==> src/rtl/sseg_pkg.sv <==
// Shared types and constants for the seven-segment scan driver.
// All glyphs are active-low, bit order {g,f,e,d,c,b,a}.
package sseg_pkg;

  typedef logic [6:0] seg_t;

  localparam seg_t GLYPH_0     = 7'b1000000;
  localparam seg_t GLYPH_1     = 7'b1111001;
  localparam seg_t GLYPH_2     = 7'b0100100;
  localparam seg_t GLYPH_3     = 7'b0110000;
  localparam seg_t GLYPH_4     = 7'b0011001;
  localparam seg_t GLYPH_5     = 7'b0010010;
  localparam seg_t GLYPH_6     = 7'b0000010;
  localparam seg_t GLYPH_7     = 7'b1111000;
  localparam seg_t GLYPH_8     = 7'b0000000;
  localparam seg_t GLYPH_9     = 7'b0010000;
  localparam seg_t GLYPH_C     = 7'b1000110;
  localparam seg_t GLYPH_F     = 7'b0001110;
  localparam seg_t GLYPH_DASH  = 7'b0111111;
  localparam seg_t GLYPH_BLANK = 7'b1111111;

  localparam logic [1:0] DIG_UNIT = 2'd0;
  localparam logic [1:0] DIG_ONES = 2'd1;
  localparam logic [1:0] DIG_TENS = 2'd2;
  localparam logic [1:0] DIG_HUND = 2'd3;

  // One frame's worth of displayed state, captured atomically.
  typedef struct packed {
    logic [3:0] hundreds;
    logic [3:0] tens;
    logic [3:0] ones;
    logic       unit_sel;
    logic       blank_en;
  } frame_t;

  localparam frame_t FRAME_RESET = '{hundreds: 4'd0, tens: 4'd0, ones: 4'd0,
                                     unit_sel: 1'b0, blank_en: 1'b1};

endpackage

==> src/rtl/bcd_to_sseg.sv <==
// Combinational BCD digit to active-low segment decoder.
// Non-decimal codes decode to a dash; the blank flag overrides everything.
module bcd_to_sseg
  import sseg_pkg::*;
(
  input  logic [3:0] value,
  input  logic       blank,
  output seg_t       seg
);

  always_comb begin
    // NOTE: assigning a default first means every path drives seg, so no latch is inferred.
    seg = GLYPH_DASH;
    if (blank) begin
      seg = GLYPH_BLANK;
    end else begin
      case (value)
        4'd0:    seg = GLYPH_0;
        4'd1:    seg = GLYPH_1;
        4'd2:    seg = GLYPH_2;
        4'd3:    seg = GLYPH_3;
        4'd4:    seg = GLYPH_4;
        4'd5:    seg = GLYPH_5;
        4'd6:    seg = GLYPH_6;
        4'd7:    seg = GLYPH_7;
        4'd8:    seg = GLYPH_8;
        4'd9:    seg = GLYPH_9;
        default: seg = GLYPH_DASH;
      endcase
    end
  end

endmodule

==> src/rtl/seven_seg_scan.sv <==
// Time-multiplexed 4-digit common-anode driver: unit letter plus three BCD digits,
// inputs captured once per frame, optional leading-zero blanking.
module seven_seg_scan
  import sseg_pkg::*;
#(
  parameter int REFRESH_DIV = 100_000
) (
  input  logic       clk,
  input  logic       reset,
  input  logic [3:0] ones,
  input  logic [3:0] tens,
  input  logic [3:0] hundreds,
  input  logic       unit_sel,
  input  logic       blank_en,
  output logic [3:0] an,
  output logic [6:0] sseg,
  output logic       dp,
  output logic       frame_tick
);

  localparam int CNT_W = (REFRESH_DIV > 1) ? $clog2(REFRESH_DIV) : 1;
  localparam logic [CNT_W-1:0] DIV_LAST = CNT_W'(REFRESH_DIV - 1);

  logic [CNT_W-1:0] div_cnt;
  logic [1:0]       idx;
  frame_t           shadow;

  logic             step;
  logic             capture;
  logic [3:0]       digit_val;
  logic             digit_blank;
  seg_t             dec_seg;
  seg_t             next_seg;
  logic [3:0]       next_an;

  assign step    = (div_cnt == DIV_LAST);
  // Capturing on the 3->0 wrap keeps every digit of a frame on the same snapshot.
  assign capture = step && (idx == DIG_HUND);

  always_comb begin
    digit_val   = shadow.ones;
    digit_blank = 1'b0;
    case (idx)
      DIG_ONES: digit_val = shadow.ones;
      DIG_TENS: begin
        digit_val   = shadow.tens;
        digit_blank = shadow.blank_en && (shadow.hundreds == 4'd0) && (shadow.tens == 4'd0);
      end
      DIG_HUND: begin
        digit_val   = shadow.hundreds;
        digit_blank = shadow.blank_en && (shadow.hundreds == 4'd0);
      end
      default: digit_val = shadow.ones;
    endcase
  end

  bcd_to_sseg u_dec (
    .value (digit_val),
    .blank (digit_blank),
    .seg   (dec_seg)
  );

  always_comb begin
    next_seg = dec_seg;
    if (idx == DIG_UNIT) begin
      next_seg = shadow.unit_sel ? GLYPH_F : GLYPH_C;
    end
    next_an = ~(4'b0001 << idx);
  end

  always_ff @(posedge clk) begin
    // NOTE: shadow registers are ordinary flops, so they are reset along with the
    // counters; the blanking default must be valid before the first capture.
    if (reset) begin
      div_cnt    <= '0;
      idx        <= DIG_UNIT;
      shadow     <= FRAME_RESET;
      frame_tick <= 1'b0;
      an         <= 4'b1111;
      sseg       <= GLYPH_BLANK;
    end else begin
      // NOTE: non-blocking assignments let an/sseg sample the pre-edge idx and shadow,
      // which is what gives the clean one-cycle output latency.
      div_cnt    <= step ? '0 : div_cnt + 1'b1;
      if (step) begin
        idx <= idx + 2'd1;
      end
      if (capture) begin
        shadow <= '{hundreds: hundreds, tens: tens, ones: ones,
                    unit_sel: unit_sel, blank_en: blank_en};
      end
      frame_tick <= capture;
      an         <= next_an;
      sseg       <= next_seg;
    end
  end

  assign dp = 1'b1;

endmodule

==> config.mk <==
export PLATFORM = sky130hd
export DESIGN_NAME = seven_seg_scan
export DESIGN_NICKNAME = d
export VERILOG_FILES = /design/src/rtl/sseg_pkg.sv /design/src/rtl/bcd_to_sseg.sv /design/src/rtl/seven_seg_scan.sv
export SDC_FILE = /design/constraint.sdc
export NUM_CORES = 1
export LEC_CHECK = 0
export BUFFER_PORTS_ARGS = -buffer_cell sky130_fd_sc_hd__buf_2
export CORE_UTILIZATION = 60
export CTS_BUF_LIST = sky130_fd_sc_hd__clkbuf_8
export CTS_CLUSTER_DIAMETER = 200
export DETAILED_ROUTE_END_ITERATION = 10
export PLACE_DENSITY = 0.86
export SKIP_CTS_REPAIR_TIMING = 1
export SLEW_MARGIN = 20
export SYNTH_ARGS = -nofsm -noshare
export SYNTH_HDL_FRONTEND = slang
export SYNTH_SLANG_ARGS = --single-unit
==> constraint.sdc <==
create_clock -name clk -period 6.4 [get_ports clk]
set_input_delay 0.32 -clock clk [delete_from_list [all_inputs] [get_ports clk]]
set_output_delay 0.32 -clock clk [all_outputs]
set_load 0.005 [all_outputs]
==> results.json, run 1 <==
{
  "cpMaxStageDelayCell": "sky130_fd_sc_hd__a21oi_1",
  "tritoncts": "built",
  "pre_cts_slack_ns": 3.89,
  "die_area_um2": 3600,
  "critPathLaunchType": "flop",
  "synthesis.area_per_instance_um2": 9.66,
  "syn-instance-count": 209,
  "last_weighted_congestion_value_of_the_routability_driven_placer": 0.807,
  "worstPathRequired_ns": 6.60,
  "number_of_warnings_reported_in_the_yosys_synthesis_log": 0,
  "hpwl_mm": 2.45,
  "drt_pre_antenna_iters": 4,
  "post-route-period-util": 0.397,
  "clock_latency_late_sink_ns": 0.30,
  "final_design_area_no_fill_um2": 2240,
  "post-route-worst-setup-slack_ns": 3.86,
  "placeableCoreArea_um2": 3130,
  "fin_tns_setup_ns": 0,
  "critical_path.endpoint_type": "flop",
  "clk_pin_slew_worst_setup_hold_paths_ns": 0.08,
  "critical_path.cell_chain": "inv_1 > ha_1 > nor2_1 > a21oi_1 > inv_1 > ha_1 > mux2_2 > a211o_1 > a21o_1",
  "critPathArrivalTime_ns": 2.74,
  "cts.root.buffer_cell": "sky130_fd_sc_hd__clkbuf_8",
  "post_synth_instance_area_um2": 2020,
  "dpl-instance-area_um2": 2150,
  "ir_drop_v": 0.000133,
  "fillcell_total": 236,
  "finalClockSkew_ns": 0.00225,
  "cts_max_path_buffers": 2,
  "mappedNetlistNets": 236,
  "numCtsBuffers": 5,
  "dominant_combinational_cell_family_by_area_after_synthesis": "simple AND/OR/NAND/NOR gates",
  "power_density_nw_per_um2": 212,
  "synth_mux_area_frac": 0.0948,
  "antenna_cells_inserted": 0,
  "finalWorstPathRequiredPeriod_ns": 2.54,
  "crit_path_max_incr_delay_ns": 0.46,
  "area_share_of_the_largest_cell_type_after_synthesis": 0.446,
  "leakage_nw": 1.06,
  "postSynth.topFlopCell": "sky130_fd_sc_hd__dfxtp_1",
  "routed_via_count": 1491,
  "tightest_slew_ns": 0.640,
  "final_layout_size_suffix_gt1_frac": 0.174,
  "grt_setup_unrepaired": "no",
  "cts.htree.levels": 2,
  "grt_antenna_before_repair": 0,
  "setup-violations-final": 0,
  "synth_compound_area_frac": 0.0954,
  "run_status": "finished, final reports clean",
  "number_of_global_route_vias_before_repair": 1331,
  "critical_path_peak_fanout": 7,
  "synth_top_cell_by_area": "sky130_fd_sc_hd__dfxtp_1",
  "postSynth.asyncResetShare": 0,
  "antenna_left": 0,
  "final_max_slew_viol_count": 0,
  "synth_edf_count": 0,
  "io_pins": 29,
  "initialDrtViolationCount": 50,
  "post-synth-top-count-cell": "sky130_fd_sc_hd__dfxtp_1",
  "kind_of_critical_path": "reg -> reg",
  "final_hold_vio_count": 0,
  "gr-usage-all-layers": 0.223,
  "area_growth_syn_to_layout_pct": 10.8,
  "synth_cell_type_count": 40,
  "std_cell_rows": 20,
  "finish.net_count": 262,
  "worstHoldPathType": "in -> reg",
  "vias_per_cell": 5.34,
  "synth_seq_cells": 45,
  "fp.dieH_um": 60.0,
  "avg_wl_per_cell_um": 12.6,
  "fmax_mhz": 394,
  "number_of_max_cap_violations": 0,
  "quantity_of_i_o_buffers_inserted_on_ports": 27,
  "sequential_cell_area_fraction_in_the_yosys_report": 0.446,
  "synth_simple_gate_area_share": 0.194,
  "grt-ovfl-total": 0,
  "synth-xor-area-share": 0.0564,
  "synth_adder_area_share": 0.0682,
  "drt_drc_violations_left": 0,
  "max_slew_margin": 0.574,
  "synth_top_cells_by_area": "sky130_fd_sc_hd__dfxtp_1 (45%), sky130_fd_sc_hd__mux2i_1 (8.9%), sky130_fd_sc_hd__nor2_1 (7.2%)",
  "wire_length_of_the_first_global_routing_pass_mm": 5.79,
  "maximum_number_of_pins_on_one_net_before_global_route_repair": 25,
  "routed_wirelength_mm": 3.53,
  "die_x_um": 60.0,
  "floorplan.initialDensity": 0.646,
  "clock-sinks": 45,
  "synth.top_cells.by_count": "sky130_fd_sc_hd__dfxtp_1 (45), sky130_fd_sc_hd__nor2_1 (39), sky130_fd_sc_hd__mux2i_1 (18)"
}
## logic make-up (layout without fill, tap and decap cells)
group,Yosys count,in the layout
adders and majority gates,11,11
and+or+nand+nor,78,78
buffers and inverters,16,42
xor gates and xnor gates,13,13
AOI/OAI and AO/OA,26,26
other,1,1
muxes,19,19
DFF,45,45
## power breakdown
group          leakage, nW  total, mW  switching, mW  internal [mW]
combinational        0.646     0.0161        0.00836        0.00776
sequential           0.365      0.285        0.00217          0.283
clock               0.0485      0.172         0.0882         0.0840
total                 1.06      0.474         0.0987          0.375
## stage by stage
step | instances | hold slack [ns] | util | total power, mW
3_3_place_gp | 272 | 0.458 | 0.688 | 0.308
3_5_place_dp | 272 | 0.463 | 0.688 | 0.308
5_1_grt | 279 | 0.267 | 0.716 | 0.490
2_1_floorplan | 209 | 0.435 | - | 0.301
4_1_cts | 279 | 0.249 | 0.716 | 0.476
6_report | 279 | 0.250 | 0.716 | 0.474
## per-layer routing
metal	track usage	vias up	part of all wire
li1	-	765	-
met1	0.302	688	0.51
met2	0.325	30	0.43
met3	0.0476	8	0.030
met4	0.136	0	0.026
met5	0	-	0
## final timing paths
path / from / end / slack [ns] / depth (start not counted)
hold / removal: tens[1] / shadow[7] / 0.25 / 3
hold reg to reg: div_cnt[0] / div_cnt[0] / 0.48 / 1
setup reg to reg: idx[0] / sseg[6] / 3.86 / 9
setup / recovery: idx[0] / sseg[6] / 3.86 / 9
## cell type report
class                   count  area (µm²)  share of cell area
multi-input cells         148        1030               0.461
flip-flops and latches     45         901               0.402
repair buffers             27         135              0.0604
clock buffers               6        82.6              0.0369
well taps                  44        55.1              0.0246
inverters                   8        30.0              0.0134
clock inverters             1        3.75             0.00168
## critical path: cells and delay by family, from the launching register on
kind	cells	cell delay (ns)
buf+inv	2	0.27
compound gates	3	0.89
fa+ha+maj	2	0.52
simple gates	1	0.16
flops	1	0.33
mux	1	0.26
## sequential cells by signal, summed over array words and instances, names as in the netlist
signal / count
idx: 2
an: 4
frame_tick: 1
div_cnt: 17
shadow: 14
sseg: 7
## cells in the final DEF (no fill, tap or decap), drive strengths merged, types with 4 or more instances in the layout
master	n
nand2b	4
nand3	7
nand4	4
xor2	9
a21oi	9
o21ai	4
ha	11
or3	5
mux2i	18
nor2	39
dfxtp	45
nand2	6
clkbuf	6
buf	27
inv	9
a22o	4
xnor2	4
Note: power is estimated with default switching activity, not from simulation.
==> run 2, diff against run 1 <==
ABC_AREA = 1   (was default)
CORE_UTILIZATION = 59   (was 60)
PLACE_DENSITY = 0.84   (was 0.86)
clock period = 2.4 ns   (was 6.4 ns; I/O delays follow)
==> results.json, run 2 <==
{
  "worstHoldPathType": "in -> reg",
  "pwr-share-clk": 0.360,
  "number_of_max_cap_violations": 0,
  "antenna_left": 0,
  "ff_latch_area_um2": 901,
  "fin_tns_setup_ns": 0,
  "grt-ovfl-total": 0,
  "clk_pin_slew_worst_setup_hold_paths_ns": 0.07,
  "last_weighted_congestion_value_of_the_routability_driven_placer": 0.865,
  "wire_length_of_the_first_global_routing_pass_mm": 7.08,
  "power.internal_mw": 0.997,
  "gr-usage-all-layers": 0.224,
  "critPathLaunchType": "flop",
  "drt_pre_antenna_iters": 4,
  "numCtsBuffers": 5,
  "number_of_warnings_reported_in_the_yosys_synthesis_log": 0,
  "totalPowerFinal_mw": 1.25,
  "routed_via_count": 1922,
  "rrSetupSlack_ns": 0.31,
  "synth_edf_count": 0,
  "fillcell_total": 308,
  "final_max_slew_viol_count": 0,
  "syn-instance-count": 316,
  "synth_seq_cells": 45,
  "post-synth-top-count-cell": "sky130_fd_sc_hd__nand2_1",
  "hpwl_mm": 2.98,
  "area_share_of_the_largest_cell_type_after_synthesis": 0.410,
  "fin_hold_ws_ns": 0.0446,
  "fmax_mhz": 479,
  "finish.net_count": 371,
  "clock-sinks": 45,
  "post-route-worst-setup-slack_ns": 0.310,
  "quantity_of_i_o_buffers_inserted_on_ports": 27,
  "postSynth.topFlopCell": "sky130_fd_sc_hd__dfxtp_1",
  "placeableCoreArea_um2": 3440,
  "synth_top_cells_by_area": "sky130_fd_sc_hd__dfxtp_1 (41%), sky130_fd_sc_hd__nand2_1 (15%), sky130_fd_sc_hd__nor2_1 (8.7%)",
  "critical_path_peak_fanout": 8,
  "grt_antenna_before_repair": 0,
  "synth.top_cells.by_count": "sky130_fd_sc_hd__nand2_1 (85), sky130_fd_sc_hd__nor2_1 (51), sky130_fd_sc_hd__dfxtp_1 (45)",
  "finalWorstPathRequiredPeriod_ns": 2.09,
  "leakage_nw": 1.13,
  "number_of_global_route_vias_before_repair": 1721,
  "routed_wirelength_mm": 3.97,
  "cts.htree.levels": 2,
  "biggestRegsByFlops": "div_cnt x17, shadow x14, sseg x7",
  "io_pins": 29,
  "critical_path.endpoint_type": "flop",
  "kind_of_critical_path": "reg -> reg",
  "post-route-period-util": 0.871,
  "avg_wl_per_cell_um": 10.2,
  "share_of_total_power_consumed_by_net_switching": 0.203,
  "worstPathRequired_ns": 2.59,
  "comb_power_share": 0.034,
  "die_x_um": 63.0,
  "sequential_cell_area_fraction_in_the_yosys_report": 0.410,
  "mostFrequentLayoutCells": "sky130_fd_sc_hd__nand2_1 (85), sky130_fd_sc_hd__nor2_1 (51), sky130_fd_sc_hd__dfxtp_1 (45)",
  "maximum_number_of_pins_on_one_net_before_global_route_repair": 28,
  "final_hold_vio_count": 0,
  "mostFrequentLayoutCell": "sky130_fd_sc_hd__nand2_1",
  "final_layout_size_suffix_gt1_frac": 0.145,
  "share_seq_of_total_power": 0.606,
  "cts_max_path_buffers": 2,
  "grt_setup_unrepaired": "no",
  "synthesis.area_per_instance_um2": 6.95,
  "floorplan.initialDensity": 0.638,
  "tritoncts": "built",
  "largest_register_ff_count": 17,
  "std_cell_rows": 21,
  "power_density_nw_per_um2": 512,
  "antenna_cells_inserted": 0,
  "postLayoutCoreUtil": 0.710,
  "largest-register": "div_cnt",
  "area_growth_syn_to_layout_pct": 11.3,
  "clock_latency_late_sink_ns": 0.29,
  "finalClockSkew_ns": 0.00469,
  "critPathArrivalTime_ns": 2.28,
  "synth_cell_type_count": 28,
  "initialDrtViolationCount": 126,
  "die_area_um2": 3970,
  "post_synth_instance_area_um2": 2200,
  "cts.root.buffer_cell": "sky130_fd_sc_hd__clkbuf_8",
  "fp.dieH_um": 63.0,
  "run_status": "finished, final reports clean",
  "mappedNetlistNets": 343,
  "drt_drc_violations_left": 0,
  "synth_top_cell_by_area": "sky130_fd_sc_hd__dfxtp_1",
  "setup-violations-final": 0,
  "area_used_by_multi_input_combinational_logic_um2": 1090,
  "pre_cts_slack_ns": 0.238,
  "postSynth.asyncResetShare": 0,
  "ir_drop_v": 0.000362,
  "reported_net_switching_power_mw": 0.254,
  "vias_per_cell": 4.93
}
[run 2: changes by cell type after synthesis, moves of 5 or more]
cell | previous run | this run
sky130_fd_sc_hd__nor3_1 | 0 | 9
sky130_fd_sc_hd__nand3_1 | 7 | 21
sky130_fd_sc_hd__nor2_1 | 39 | 51
sky130_fd_sc_hd__xor2_1 | 9 | 4
sky130_fd_sc_hd__inv_1 | 8 | 42
sky130_fd_sc_hd__nand2_1 | 6 | 85
sky130_fd_sc_hd__mux2i_1 | 18 | 0
[run 2: power by group through the flow]
stage               sequential, mW  combinational, mW  clock (mW)
global placement             0.775             0.0415           0
CTS                          0.758             0.0427       0.471
detailed placement           0.776             0.0428           0
global route                 0.759             0.0472       0.494
floorplan                    0.776             0.0216           0
finish                       0.758             0.0421       0.451
[run 2: logic make-up after synthesis]
logic type | Yosys count | synth area share
buffers and inverters | 52 | 0.0974
and+or+nand+nor | 184 | 0.362
adders and majority gates | 11 | 0.0627
DFF | 45 | 0.410
xor gates and xnor gates | 5 | 0.0199
other | 1 | 0.00171
AOI/OAI and AO/OA | 18 | 0.0456
[run 2: worst max-delay path, stage by stage, from the launching register on]
cell	delay [ns]
sky130_fd_sc_hd__dfxtp_1	0.39
sky130_fd_sc_hd__ha_2	0.33
sky130_fd_sc_hd__inv_1	0.09
sky130_fd_sc_hd__o211ai_1	0.37
sky130_fd_sc_hd__inv_2	0.12
sky130_fd_sc_hd__ha_1	0.30
sky130_fd_sc_hd__inv_1	0.05
sky130_fd_sc_hd__nand2_1	0.06
sky130_fd_sc_hd__nand3_1	0.08
sky130_fd_sc_hd__nand3_1	0.07
sky130_fd_sc_hd__nand2_1	0.06
sky130_fd_sc_hd__nand2_1	0.04
[run 2: cell type report]
cell class / count / share of cell area
timing repair buffer: 28 / 0.0583
clock buffer: 6 / 0.0338
multi-input combinational: 219 / 0.445
sequential: 45 / 0.368
clock inverter: 1 / 0.00154
tap: 46 / 0.0235
inverter: 45 / 0.0691
[run 2: path summary, 6_finish.rpt]
path	start	to	cells past startpoint
hold reg to reg	div_cnt[0]	div_cnt[0]	1
hold / removal	hundreds[0]	shadow[10]	3
setup reg to reg	idx[1]	sseg[3]	11
setup / recovery	idx[1]	sseg[3]	11
[run 2: stage by stage]
stage | cells | cell area (µm²)
after floorplan | 316 | 2200
after global placement | 383 | 2350
after detailed placement | 383 | 2350
after CTS | 390 | 2440
after global routing | 390 | 2440
final | 390 | 2440
[run 2: per-layer routing]
layer,wire length (µm),track usage,part of all wire
met5,0,0,0
met4,68,0.0959,0.017
met3,176,0.0566,0.044
met2,1740,0.358,0.44
met1,1980,0.284,0.50
